File: config.mk
export PLATFORM = sky130hd
export DESIGN_NAME = move_link_ctrl
export DESIGN_NICKNAME = d
export VERILOG_FILES = /design/src/rtl/link_pkg.sv /design/src/rtl/link_timer.sv /design/src/rtl/move_link_ctrl.sv
export SDC_FILE = /design/constraint.sdc
export NUM_CORES = 1
export LEC_CHECK = 0
export CAP_MARGIN = 30
export CORE_AREA = 2 2 80 82
export CTS_BUF_LIST = sky130_fd_sc_hd__clkbuf_8 sky130_fd_sc_hd__clkbuf_16
export DETAILED_ROUTE_END_ITERATION = 12
export DIE_AREA = 0 0 82 84
export PLACE_DENSITY = 0.79
export SYNTH_ARGS = -nofsm -noshare
export SYNTH_HDL_FRONTEND = slang
export SYNTH_HIERARCHICAL = 1
export SYNTH_SLANG_ARGS = --single-unit
File: constraint.sdc
create_clock -name clk_in -period 3.6 [get_ports clk_in]
set_clock_uncertainty 0.05 [all_clocks]
set_input_delay 0.72 -clock clk_in [delete_from_list [all_inputs] [get_ports clk_in]]
set_output_delay 0.72 -clock clk_in [all_outputs]
set_load 0.005 [all_outputs]
File: src/rtl/link_pkg.sv
// Shared definitions for the serial move link: reserved ACK code, FSM states and
// default packet width.
package link_pkg;

   localparam int         PKT_LEN_DEF = 8;
   localparam logic [7:0] ACK_CODE    = 8'hFF;

   typedef enum logic [2:0] {
      ST_IDLE,
      ST_SEND_ACK,
      ST_WAIT_TX_ACK,
      ST_SEND_MOVE,
      ST_WAIT_TX_MOVE,
      ST_WAIT_ACK,
      ST_ERROR
   } link_state_t;

endpackage

File: src/rtl/link_timer.sv
// ACK timeout down-counter: load arms it to ACK_TIMEOUT-1, en counts down,
// expired is high while the count sits at zero.
module link_timer #(
   parameter int ACK_TIMEOUT = 6_500_000
) (
   input  logic clk_in,
   input  logic rst_n_in,
   input  logic load_in,
   input  logic en_in,
   output logic expired_out
);

   localparam int TW = (ACK_TIMEOUT > 1) ? $clog2(ACK_TIMEOUT) : 1;

   logic [TW-1:0] count_q;

   always_ff @(posedge clk_in or negedge rst_n_in) begin
      if (!rst_n_in) begin
         count_q <= '0;
      end else if (load_in) begin
         count_q <= TW'(ACK_TIMEOUT - 1);
      end else if (en_in && (count_q != '0)) begin
         count_q <= count_q - 1'b1;
      end
   end

   assign expired_out = (count_q == '0);

endmodule

File: src/rtl/move_link_ctrl.sv
// Move link sequencer: arbitrates tx between owed ACKs and the local move,
// confirms outgoing moves with ACK/timeout/retry, and drops duplicate rx moves.
//
// state          | meaning
// ST_IDLE        | pick next tx job (ACK before move) once tx is free
// ST_SEND_ACK    | one-cycle trigger with ACK code
// ST_WAIT_TX_ACK | wait for serializer to finish the ACK
// ST_SEND_MOVE   | one-cycle trigger with local move
// ST_WAIT_TX_MOVE| wait for serializer to finish the move
// ST_WAIT_ACK    | waiting for peer ACK (or implicit ACK) until timeout
// ST_ERROR       | retries exhausted; link dead until reset
module move_link_ctrl
   import link_pkg::*;
#(
   parameter int ACK_TIMEOUT = 6_500_000,
   parameter int MAX_RETRY   = 3,
   parameter int PKT_LEN     = PKT_LEN_DEF
) (
   input  logic               clk_in,
   input  logic               rst_n_in,
   input  logic               move_req_in,
   input  logic [PKT_LEN-1:0] move_in,
   input  logic               rx_valid_in,
   input  logic [PKT_LEN-1:0] rx_data_in,
   input  logic               tx_busy_in,
   output logic               tx_trigger_out,
   output logic [PKT_LEN-1:0] tx_data_out,
   output logic               move_valid_out,
   output logic [PKT_LEN-1:0] move_out,
   output logic               req_ready_out,
   output logic               link_err_out
);

   localparam int RW = (MAX_RETRY > 0) ? $clog2(MAX_RETRY + 1) : 1;
   localparam logic [PKT_LEN-1:0] ACK_PKT = PKT_LEN'(ACK_CODE);

   link_state_t        state_q, state_d;
   logic               move_pend_q, move_pend_d;
   logic               ack_pend_q, ack_pend_d;
   logic [PKT_LEN-1:0] move_reg_q, move_reg_d;
   logic [PKT_LEN-1:0] last_rx_q, last_rx_d;
   logic               dup_ok_q, dup_ok_d;
   logic [RW-1:0]      retry_q, retry_d;
   logic               move_valid_q, move_valid_d;
   logic [PKT_LEN-1:0] move_out_q, move_out_d;
   logic [PKT_LEN-1:0] tx_data_q, tx_data_d;
   logic               req_ready_q, req_ready_d;
   logic               guard_q, guard_d;
   logic               tmr_load, tmr_en, tmr_expired;
   logic               rx_move, rx_ack, rx_dup;

   link_timer #(.ACK_TIMEOUT(ACK_TIMEOUT)) u_timer (
      .clk_in      (clk_in),
      .rst_n_in    (rst_n_in),
      .load_in     (tmr_load),
      .en_in       (tmr_en),
      .expired_out (tmr_expired)
   );

   assign rx_move = rx_valid_in && (state_q != ST_ERROR) && (rx_data_in != ACK_PKT);
   assign rx_ack  = rx_valid_in && (state_q == ST_WAIT_ACK) && (rx_data_in == ACK_PKT);
   assign rx_dup  = dup_ok_q && (rx_data_in == last_rx_q);

   always_ff @(posedge clk_in or negedge rst_n_in) begin
      if (!rst_n_in) begin
         state_q      <= ST_IDLE;
         move_pend_q  <= 1'b0;
         ack_pend_q   <= 1'b0;
         move_reg_q   <= '0;
         last_rx_q    <= '0;
         dup_ok_q     <= 1'b0;
         retry_q      <= '0;
         move_valid_q <= 1'b0;
         move_out_q   <= '0;
         tx_data_q    <= '0;
         req_ready_q  <= 1'b0;
         guard_q      <= 1'b0;
      end else begin
         state_q      <= state_d;
         move_pend_q  <= move_pend_d;
         ack_pend_q   <= ack_pend_d;
         move_reg_q   <= move_reg_d;
         last_rx_q    <= last_rx_d;
         dup_ok_q     <= dup_ok_d;
         retry_q      <= retry_d;
         move_valid_q <= move_valid_d;
         move_out_q   <= move_out_d;
         tx_data_q    <= tx_data_d;
         req_ready_q  <= req_ready_d;
         guard_q      <= guard_d;
      end
   end

   always_comb begin
      state_d      = state_q;
      move_pend_d  = move_pend_q;
      ack_pend_d   = ack_pend_q;
      move_reg_d   = move_reg_q;
      last_rx_d    = last_rx_q;
      dup_ok_d     = dup_ok_q;
      retry_d      = retry_q;
      move_valid_d = 1'b0;
      move_out_d   = move_out_q;
      tx_data_d    = tx_data_q;
      tmr_load     = 1'b0;
      tmr_en       = 1'b0;
      guard_d      = (state_q == ST_SEND_ACK) || (state_q == ST_SEND_MOVE);

      if (move_req_in && req_ready_q) begin
         move_pend_d = 1'b1;
         move_reg_d  = move_in;
      end

      case (state_q)
         ST_IDLE: begin
            if (!tx_busy_in) begin
               if (ack_pend_q) begin
                  state_d   = ST_SEND_ACK;
                  tx_data_d = ACK_PKT;
               end else if (move_pend_q) begin
                  state_d   = ST_SEND_MOVE;
                  tx_data_d = move_reg_q;
               end
            end
         end
         ST_SEND_ACK:  state_d = ST_WAIT_TX_ACK;
         ST_SEND_MOVE: state_d = ST_WAIT_TX_MOVE;
         ST_WAIT_TX_ACK: begin
            if (!guard_q && !tx_busy_in) begin
               ack_pend_d = 1'b0;
               state_d    = ST_IDLE;
            end
         end
         ST_WAIT_TX_MOVE: begin
            if (!guard_q && !tx_busy_in) begin
               tmr_load = 1'b1;
               dup_ok_d = 1'b0;
               state_d  = ST_WAIT_ACK;
            end
         end
         ST_WAIT_ACK: begin
            tmr_en = 1'b1;
            // A fresh peer move proves our move arrived, so it counts as the ACK.
            if (rx_ack || rx_move) begin
               move_pend_d = 1'b0;
               retry_d     = '0;
               state_d     = ST_IDLE;
            end else if (tmr_expired) begin
               if (retry_q < RW'(MAX_RETRY)) begin
                  retry_d = retry_q + 1'b1;
                  state_d = ST_IDLE;
               end else begin
                  state_d = ST_ERROR;
               end
            end
         end
         ST_ERROR: state_d = ST_ERROR;
         default:  state_d = ST_IDLE;
      endcase

      // Applied last so a new rx move wins over same-cycle clears of ack_pend/dup_ok.
      if (rx_move) begin
         ack_pend_d = 1'b1;
         if (!rx_dup) begin
            move_valid_d = 1'b1;
            move_out_d   = rx_data_in;
            last_rx_d    = rx_data_in;
            dup_ok_d     = 1'b1;
         end
      end

      req_ready_d = !move_pend_d && (state_d != ST_ERROR);
   end

   assign tx_trigger_out = (state_q == ST_SEND_ACK) || (state_q == ST_SEND_MOVE);
   assign tx_data_out    = tx_data_q;
   assign move_valid_out = move_valid_q;
   assign move_out       = move_out_q;
   assign req_ready_out  = req_ready_q;
   assign link_err_out   = (state_q == ST_ERROR);

endmodule

* Yosys cells after proc, flatten, opt, wreduce, memory -nomap -nowiden
Cells that the tools add are included.
** Cells by class
- Order comparisons :: 1
- Add/sub/neg operators :: 2
- Eq/ne operators :: 11
- Muxes and demuxes :: 31
- Bitwise logic cells :: 2
- Reduce and logical (&&, ||, !) cells :: 27
** Operator list (count)
- 23-bit 2-to-1 mux :: 2
- 3-bit 2-to-1 mux :: 8
- 23-bit logical NOT :: 1
- 23-bit nonzero test :: 1
- 23-bit by 1-bit subtractor with 23-bit output (second input constant) :: 1
- 3-bit one-hot mux with 7 select lines :: 1
- 8-bit 2-to-1 mux :: 2
- 1-bit 2-to-1 mux :: 15
- 2-bit nonzero test :: 6
- 3-bit equality test (second input constant) :: 3
- 1-bit logical AND :: 9
- 8-bit equality test :: 1
- 8-bit equality test (second input constant) :: 1
- 8-bit != test (second input constant) :: 1
- 3-bit by 2-bit equality test with 1-bit output (second input constant) :: 2
- 2-bit 2-to-1 mux :: 3
- 3-bit != test (second input constant) :: 2
- 3-bit AND reduction :: 2
- 2-bit AND reduction :: 2
- 3-bit by 1-bit equality test with 1-bit output (second input constant) :: 1
- 1-bit logical NOT :: 3
- 3-bit logical NOT :: 1
- 2-bit by 1-bit adder with 2-bit output (second input constant) :: 1
- 1-bit logical OR :: 2
- other kinds (2) :: 3
** Storage, ports and cells
- Word-level logic and storage cells :: 86
- Register bits :: 58
- Output and inout port bits :: 20
- Input port bits :: 21

* Depth between registers and ports, before layout
Gate-level depths: netlist of the first run.
- Depth in word-level cells :: 8
- Mapped depth :: 10
- Gate-level depth less buffers :: 9

* Modules after synthesis
The synthesis of the first run kept the hierarchy.
** By module, submodules not included
- move_link_ctrl :: cells an instance 134, sequential area each 875.8 um2, area an instance 1590.3 um2, times used 1
- link_timer :: cells an instance 139, sequential area each 575.6 um2, area an instance 1348.8 um2, times used 1

* Least setup slack after synthesis of the first run
No wires, ideal clock.
- Path kind :: reg-to-reg
- From :: register state_q[1]
- To :: register u_timer.count_q[19]
- Setup slack :: 1282 ps
- Data arrival time :: 2202 ps
- Library setup time :: 66 ps
- Period minus slack after synthesis :: 2318 ps
- Buffers on the path :: 1
- Data required time :: 3484 ps
- Stages on the path, launching flop included :: 8
- Cell sequence :: dfrtp_1 -> nand3b_1 -> inv_1 -> or3b_1 -> clkbuf_1 -> or4_1 -> or4_1 -> nand2_1
** On the way
- Cells in the longest elaborated chain, start to end :: 4
- Elaborated cells between the ends (all ways) :: 7
- Those cells by class :: 2 x eq/ne; 3 x mux; 2 x reduce/logical
** RTL lines
- from (decl) :: RTL line move_link_ctrl.sv:37 : link_state_t state_q, state_d;
- from (signal assigned) :: RTL line move_link_ctrl.sv:79 : state_q <= state_d;
- 3-bit equality test :: RTL line move_link_ctrl.sv:114 : case (state_q)
- 1-bit 2-to-1 mux :: RTL line move_link_ctrl.sv:114
- net tmr_en :: RTL line move_link_ctrl.sv:49 : logic tmr_load, tmr_en, tmr_expired;
- 1-bit logical AND :: RTL line link_timer.sv:22 : end else if (en_in && (count_q != '0)) begin
- 2-bit nonzero test (no line)
- to (signal assigned) :: RTL line link_timer.sv:21 : count_q <= TW'(ACK_TIMEOUT - 1);
- to (signal assigned) :: RTL line link_timer.sv:23 : count_q <= count_q - 1'b1;
- to (decl) :: RTL line link_timer.sv:15 : logic [TW-1:0] count_q;
The timed path passes the listed nets, and every way through them passes these cells.
A chain may end at the register's enable or synchronous reset.

* Worst setup path after layout of the first run
- From :: register state_q[1]
- To :: register u_timer.count_q[11]
Same word-level chain as after synthesis.

==> results of run 1 <==
routing by layer:
layer	track usage	vias up	wire length [µm]	part of all wire
li1	-	1073	-	-
met1	0.238	1067	2620	0.44
met2	0.324	54	2990	0.50
met3	0.0584	8	241	0.041
met4	0.0742	0	78	0.013
met5	0	-	0	0
synthesized netlist by cell type (all sizes together), types with 2 or more instances:
| cell type | instances |
|---|---|
| nand2b | 6 |
| nor3 | 11 |
| a21oi | 14 |
| mux2 | 16 |
| ha | 2 |
| nor2 | 40 |
| or4 | 5 |
| nor2b | 8 |
| nand4 | 6 |
| mux2i | 6 |
| nor4 | 10 |
| buf | 3 |
| inv | 6 |
| xnor2 | 8 |
| or3 | 7 |
| a21o | 2 |
| nand3b | 2 |
| nor4b | 2 |
| or3b | 2 |
| o21a | 2 |
| dfrtp | 58 |
| o21ai | 10 |
| xor2 | 11 |
| a2111oi | 3 |
| clkbuf | 5 |
| nand2 | 13 |
| or2 | 2 |
worst register-to-register path, stage by stage (launching register included):
cell and delay, ps:
dfrtp_1 470, nand3b_1 290, inv_1 190, or3b_1 510, nor4_2 270, nand2_1 140, o21ai_1 120, or3b_1 340
how the worst min path moves through the flow:
stage | from | endpoint | cells after the start
after detailed placement | u_timer/count_q[22] | u_timer/count_q[22] | 1
after global routing | rst_n_in | move_reg_q[6] | 1
final | rst_n_in | move_reg_q[6] | 1
after floorplan | rst_n_in | ack_pend_q | 0
after global placement | move_reg_q[3] | move_reg_q[3] | 1
after CTS | rst_n_in | move_reg_q[6] | 1
sequential cells by signal, summed over array words and instances (netlist names), 2 cells and up:
name             flops
u_timer/count_q     23
move_out             8
move_reg_q           8
tx_data_out          8
state_q              3
retry_q              2
stage by stage:
| stage | instance area [µm²] | cells | power, mW | hold WS [ps] |
|---|---|---|---|---|
| 2_1_floorplan | 2940 | 273 | 1.54 | 374 |
| 3_3_place_gp | 3410 | 384 | 1.77 | 439 |
| 3_5_place_dp | 3410 | 384 | 1.80 | 442 |
| 4_1_cts | 3600 | 400 | 2.40 | 294 |
| 5_1_grt | 3600 | 400 | 2.55 | 312 |
| 6_report | 3600 | 400 | 2.38 | 284 |
where the power goes:
part	total (mW)	leakage [nW]	switching (mW)	internal [mW]
clock	0.588	0.0990	0.270	0.318
combinational	0.669	0.629	0.296	0.373
sequential	1.12	0.636	0.241	0.880
final cells by class:
| class | instances | area (µm²) |
|---|---|---|
| Tap cell | 77 | 96.3 |
| Sequential cell | 58 | 1450 |
| Fill cell | 480 | 2490 |
| Multi-Input combinational cell | 201 | 1430 |
| Inverter | 6 | 22.5 |
| Clock inverter | 7 | 70.1 |
| Clock buffer | 9 | 124 |
| Timing Repair Buffer | 42 | 410 |
cells by family (layout without fill, tap and decap cells):
group / after synthesis / after routing / share of synthesized area
multiplexers: 22 / 22 / 0.0830
AND/OR/NAND/NOR: 117 / 117 / 0.238
XOR/XNOR: 19 / 19 / 0.0566
AO/OA/AOI/OAI: 41 / 41 / 0.100
flip-flops: 58 / 58 / 0.494
adder cells (fa/ha/maj): 2 / 2 / 0.00851
buffers and inverters: 14 / 64 / 0.0200
==> reports/metrics.cfg, run 1 <==
[status]
status=finished clean

[critical_path]
crit_end=u_timer/count_q[11]
worstPathArrival_ps=2670
worst-path-buf-inv=1
cp_num_cells=7
crit_start=state_q[1]
crit_slowest_cell=or3b_1
critPathMostFrequentCell=or3b_1
timing.rr.start=state_q[1]
cp-end-kind=flop
cp_top_family=simple AND/OR/NAND/NOR gates
crit_fanout=8
worstSetupPathType=reg2reg
cpPeakStageDelay_ps=510
cp.required_ps=3760
critPathLaunchType=flop
worstPathCellList=nand3b_1 > inv_1 > or3b_1 > nor4_2 > nand2_1 > o21ai_1 > or3b_1
r2r_cells=7
reg2reg_slack_ps=1080
r2r_end=u_timer/count_q[11]

[cts]
cts_made_buffers=9
clk_latency_ps=340
clock_sinks=58
cts-root-buf=clkbuf_8
cts_max_level=3
cts_tree=yes
ctsHoldBuffers=0
clkTransAtPathRegs_ps=70
cts_buffer_depth=2
post_cts_buffers=0
cts.repair.resized=0

[die]
die_y_um=84
start_util=0.482
die_area_um2=6890
ioPinCount=41
die_w_um=82
rows=29
fp.coreArea_um2=6100

[placed_design]
io_buffers=40
dp_hpwl_mm=4.17
gp_congestion=0.788
dpl_worst_slack_ps=1010

[job]
maxCapViolCount=0

[power_and_ir_drop]
peakVddDrop_mv=0.315
p_per_area_nw_per_um2=660
leakage_nw=1.36

[yosys]
synth_cells=273
synth_ff_type=dfrtp_1
synth.avg_cell_area_um2=10.8
synth-warning-count=6
synthTopCellsByArea=dfrtp_1 (49%), mux2_2 (5.7%), nor2_1 (5.1%)
postSynth.asyncResetShare=1.00
synth_top_cell_by_area=dfrtp_1
ys_seq_area_frac=0.494
syn_area_um2=2940
synth_top_cell_area_share=0.494
synth_cell_types=54
synth_enable_flop_cells=0
synth-seq-cells=58
synth_fp_nets=296

[global_route]
overflow=0
grt_max_degree=38
grt_pass1_vias=2325
gr-usage-all-layers=0.196
antenna_found_initial=0
grt_first_pass_wirelength_mm=10.4

[layout]
final_common_cell=dfrtp_1
final_core_util=0.591
area_growth_syn_to_layout_pct=22.6
mostFrequentLayoutCells=dfrtp_1 (58), nor2_1 (40), clkdlybuf4s50_1 (39)
final_layout_size_suffix_gt1_frac=0.161
nets=341
num_antenna_cells=0

[sta]
finalHoldViolCount=0
period_needed_ps=2520
rsz0062_at_grt=no
worst_pin_slew_ps=805
drv_slew=0
fin_crit_sh=0.699
setup_tns_ps=0
setup_viol=0
slew_headroom=0.463
finalWorstSetupSlack_ps=1080
fmax_ghz=0.397

[detailed_routing]
post-route-drc-count=0
drt-initial-drc-count=95
totalWireLength_mm=5.92
dr.pass1.iters=4
via_count=2202
drtAntennaViolNets=0
wire_per_inst_um=14.8
viasPerCell=5.51

[min_path]
worstHoldPathType=in2async

(Power assumes the default switching activity.)
==> inputs of run 2 (changes only) <==
Clock period 3.6 ns to 2.6 ns, I/O delays scaled along.
==> run 2 against run 1 <==
Compared with the run above: flip-flop and latch count is the same; highest routed layer unchanged; fmax is 5.7% higher; wire length shrank 0.64%; via count up 0.59%; hold slack worse by 170 ps; critical endpoint unchanged; combinational power up 43%; utilization up 1.1 points.
==> reports/metrics.cfg, run 2 (synthesis results as in run 1) <==
[die]
die_y_um=84  ; unchanged
fp.coreArea_um2=6100  ; unchanged
die_area_um2=6890  ; unchanged
start_util=0.482  ; unchanged
ioPinCount=41  ; unchanged
die_w_um=82  ; unchanged
rows=29  ; unchanged

[detailed_routing]
dr.pass1.iters=4  ; unchanged
totalWireLength_mm=5.89  ; -0.64%
via_count=2215  ; +0.59%
wire_per_inst_um=14.5  ; -2.1%
drt-initial-drc-count=106  ; +12%
post-route-drc-count=0  ; unchanged
viasPerCell=5.46  ; -0.90%
drtAntennaViolNets=0  ; unchanged

[critical_path]
critPathMostFrequentCell=or3b_1
timing.rr.start=state_q[2]
cpPeakStageDelay_ps=510  ; about the same
crit_start=state_q[2]
r2r_end=u_timer/count_q[11]
cp-end-kind=flop
r2r_cells=7  ; unchanged
crit_end=u_timer/count_q[11]
reg2reg_slack_ps=220  ; -860 ps
worstPathCellList=nand3b_1 > inv_1 > or3b_1 > nor4_2 > nand2_1 > o21ai_1 > or3b_1
cp.required_ps=2760  ; -1000 ps
cp_top_family=simple AND/OR/NAND/NOR gates
cp_num_cells=7  ; unchanged
worstPathArrival_ps=2540  ; -130 ps
critPathLaunchType=flop
worstSetupPathType=reg2reg
crit_slowest_cell=dfrtp_1
worst-path-buf-inv=1  ; unchanged
crit_fanout=10  ; +2

[cts]
clk_latency_ps=330  ; about the same
clock_sinks=58  ; unchanged
cts_made_buffers=9  ; unchanged
cts_buffer_depth=2  ; unchanged
cts.repair.resized=0  ; unchanged
cts_tree=yes
cts-root-buf=clkbuf_8
ctsHoldBuffers=0  ; unchanged
post_cts_buffers=0  ; unchanged
cts_max_level=3  ; unchanged
clkTransAtPathRegs_ps=70  ; about the same

[job]
maxCapViolCount=0  ; unchanged

[layout]
num_antenna_cells=0  ; unchanged
final_core_util=0.602  ; +0.0113
area_growth_syn_to_layout_pct=24.9
final_common_cell=dfrtp_1
nets=347  ; +1.8%
largest_register_ffs=23  ; unchanged
mostFrequentLayoutCells=dfrtp_1 (58), nor2_1 (40), clkdlybuf4s50_1 (39)
final_layout_size_suffix_gt1_frac=0.173  ; +0.0123
regMostFlops=u_timer/count_q

[sta]
worst_pin_slew_ps=531  ; -274 ps
drv_slew=0  ; unchanged
setup_tns_ps=0  ; unchanged
fmax_ghz=0.420  ; +5.7%
fin_crit_sh=0.916  ; +0.217
finalHoldViolCount=0  ; unchanged
rsz0062_at_grt=no
setup_viol=0  ; unchanged
whs_ps=110  ; -174 ps
period_needed_ps=2380  ; -135 ps
slew_headroom=0.637  ; +0.174

[global_route]
met3_usage=0.0433  ; -0.0152
grt_use_met1=0.221  ; -0.0173
grt_max_degree=37  ; -2.6%
met2_usage=0.305  ; -0.0185
grt_pass1_vias=2194  ; -5.6%
overflow=0  ; unchanged
top_usage_layer=met2
antenna_found_initial=0  ; unchanged
grt_first_pass_wirelength_mm=9.78  ; -6.0%
gr-usage-all-layers=0.185  ; -0.0111

[power_and_ir_drop]
leakage_nw=1.40  ; +2.8%
p_per_area_nw_per_um2=910  ; +38%
peakVddDrop_mv=0.417  ; +32%

[min_path]
worstHoldPathType=in2async

[placed_design]
io_buffers=40  ; unchanged
dp_hpwl_mm=4.16  ; -0.12%
gp_congestion=0.816  ; +3.5%

[status]
status=finished clean

## run 2: metrics by stage
stage	power [mW]	cells	instance area, µm²	setup slack [ps]
final	3.34	406	3670	220
after global routing	3.57	406	3670	69.7
after CTS	3.38	406	3670	239
after detailed placement	2.52	390	3470	256
after global placement	2.47	390	3470	373
after floorplan	2.13	273	2940	282
## run 2: worst min path at each step
stage	start	cells after the start	end
floorplan	rst_n_in	0	ack_pend_q
global placement	retry_q[1]	2	retry_q[1]
detailed placement	move_reg_q[6]	1	move_reg_q[6]
CTS	rst_n_in	1	tx_data_out[2]
global route	rst_n_in	1	tx_data_out[2]
finish	rst_n_in	1	tx_data_out[0]
## run 2: layout make-up
| cell class | count | area (µm²) |
|---|---|---|
| clock inverter | 5 | 53.8 |
| sequential | 58 | 1450 |
| tap | 77 | 96.3 |
| multi-input combinational | 201 | 1430 |
| fill | 490 | 2420 |
| inverter | 6 | 22.5 |
| timing repair buffer | 48 | 468 |
| clock buffer | 11 | 151 |
## run 2: power breakdown
| group | switching, mW | internal, mW |
|---|---|---|
| clock network | 0.351 | 0.489 |
| registers | 0.325 | 1.22 |
| logic | 0.419 | 0.536 |
| total | 1.10 | 2.25 |
## run 2: per-layer routing
metal | wire, µm | up-vias | part of all wire
met5 | 0 | - | 0
met4 | 96 | 0 | 0.016
met3 | 225 | 7 | 0.038
met2 | 2950 | 42 | 0.50
met1 | 2610 | 1089 | 0.44
li1 | - | 1077 | -
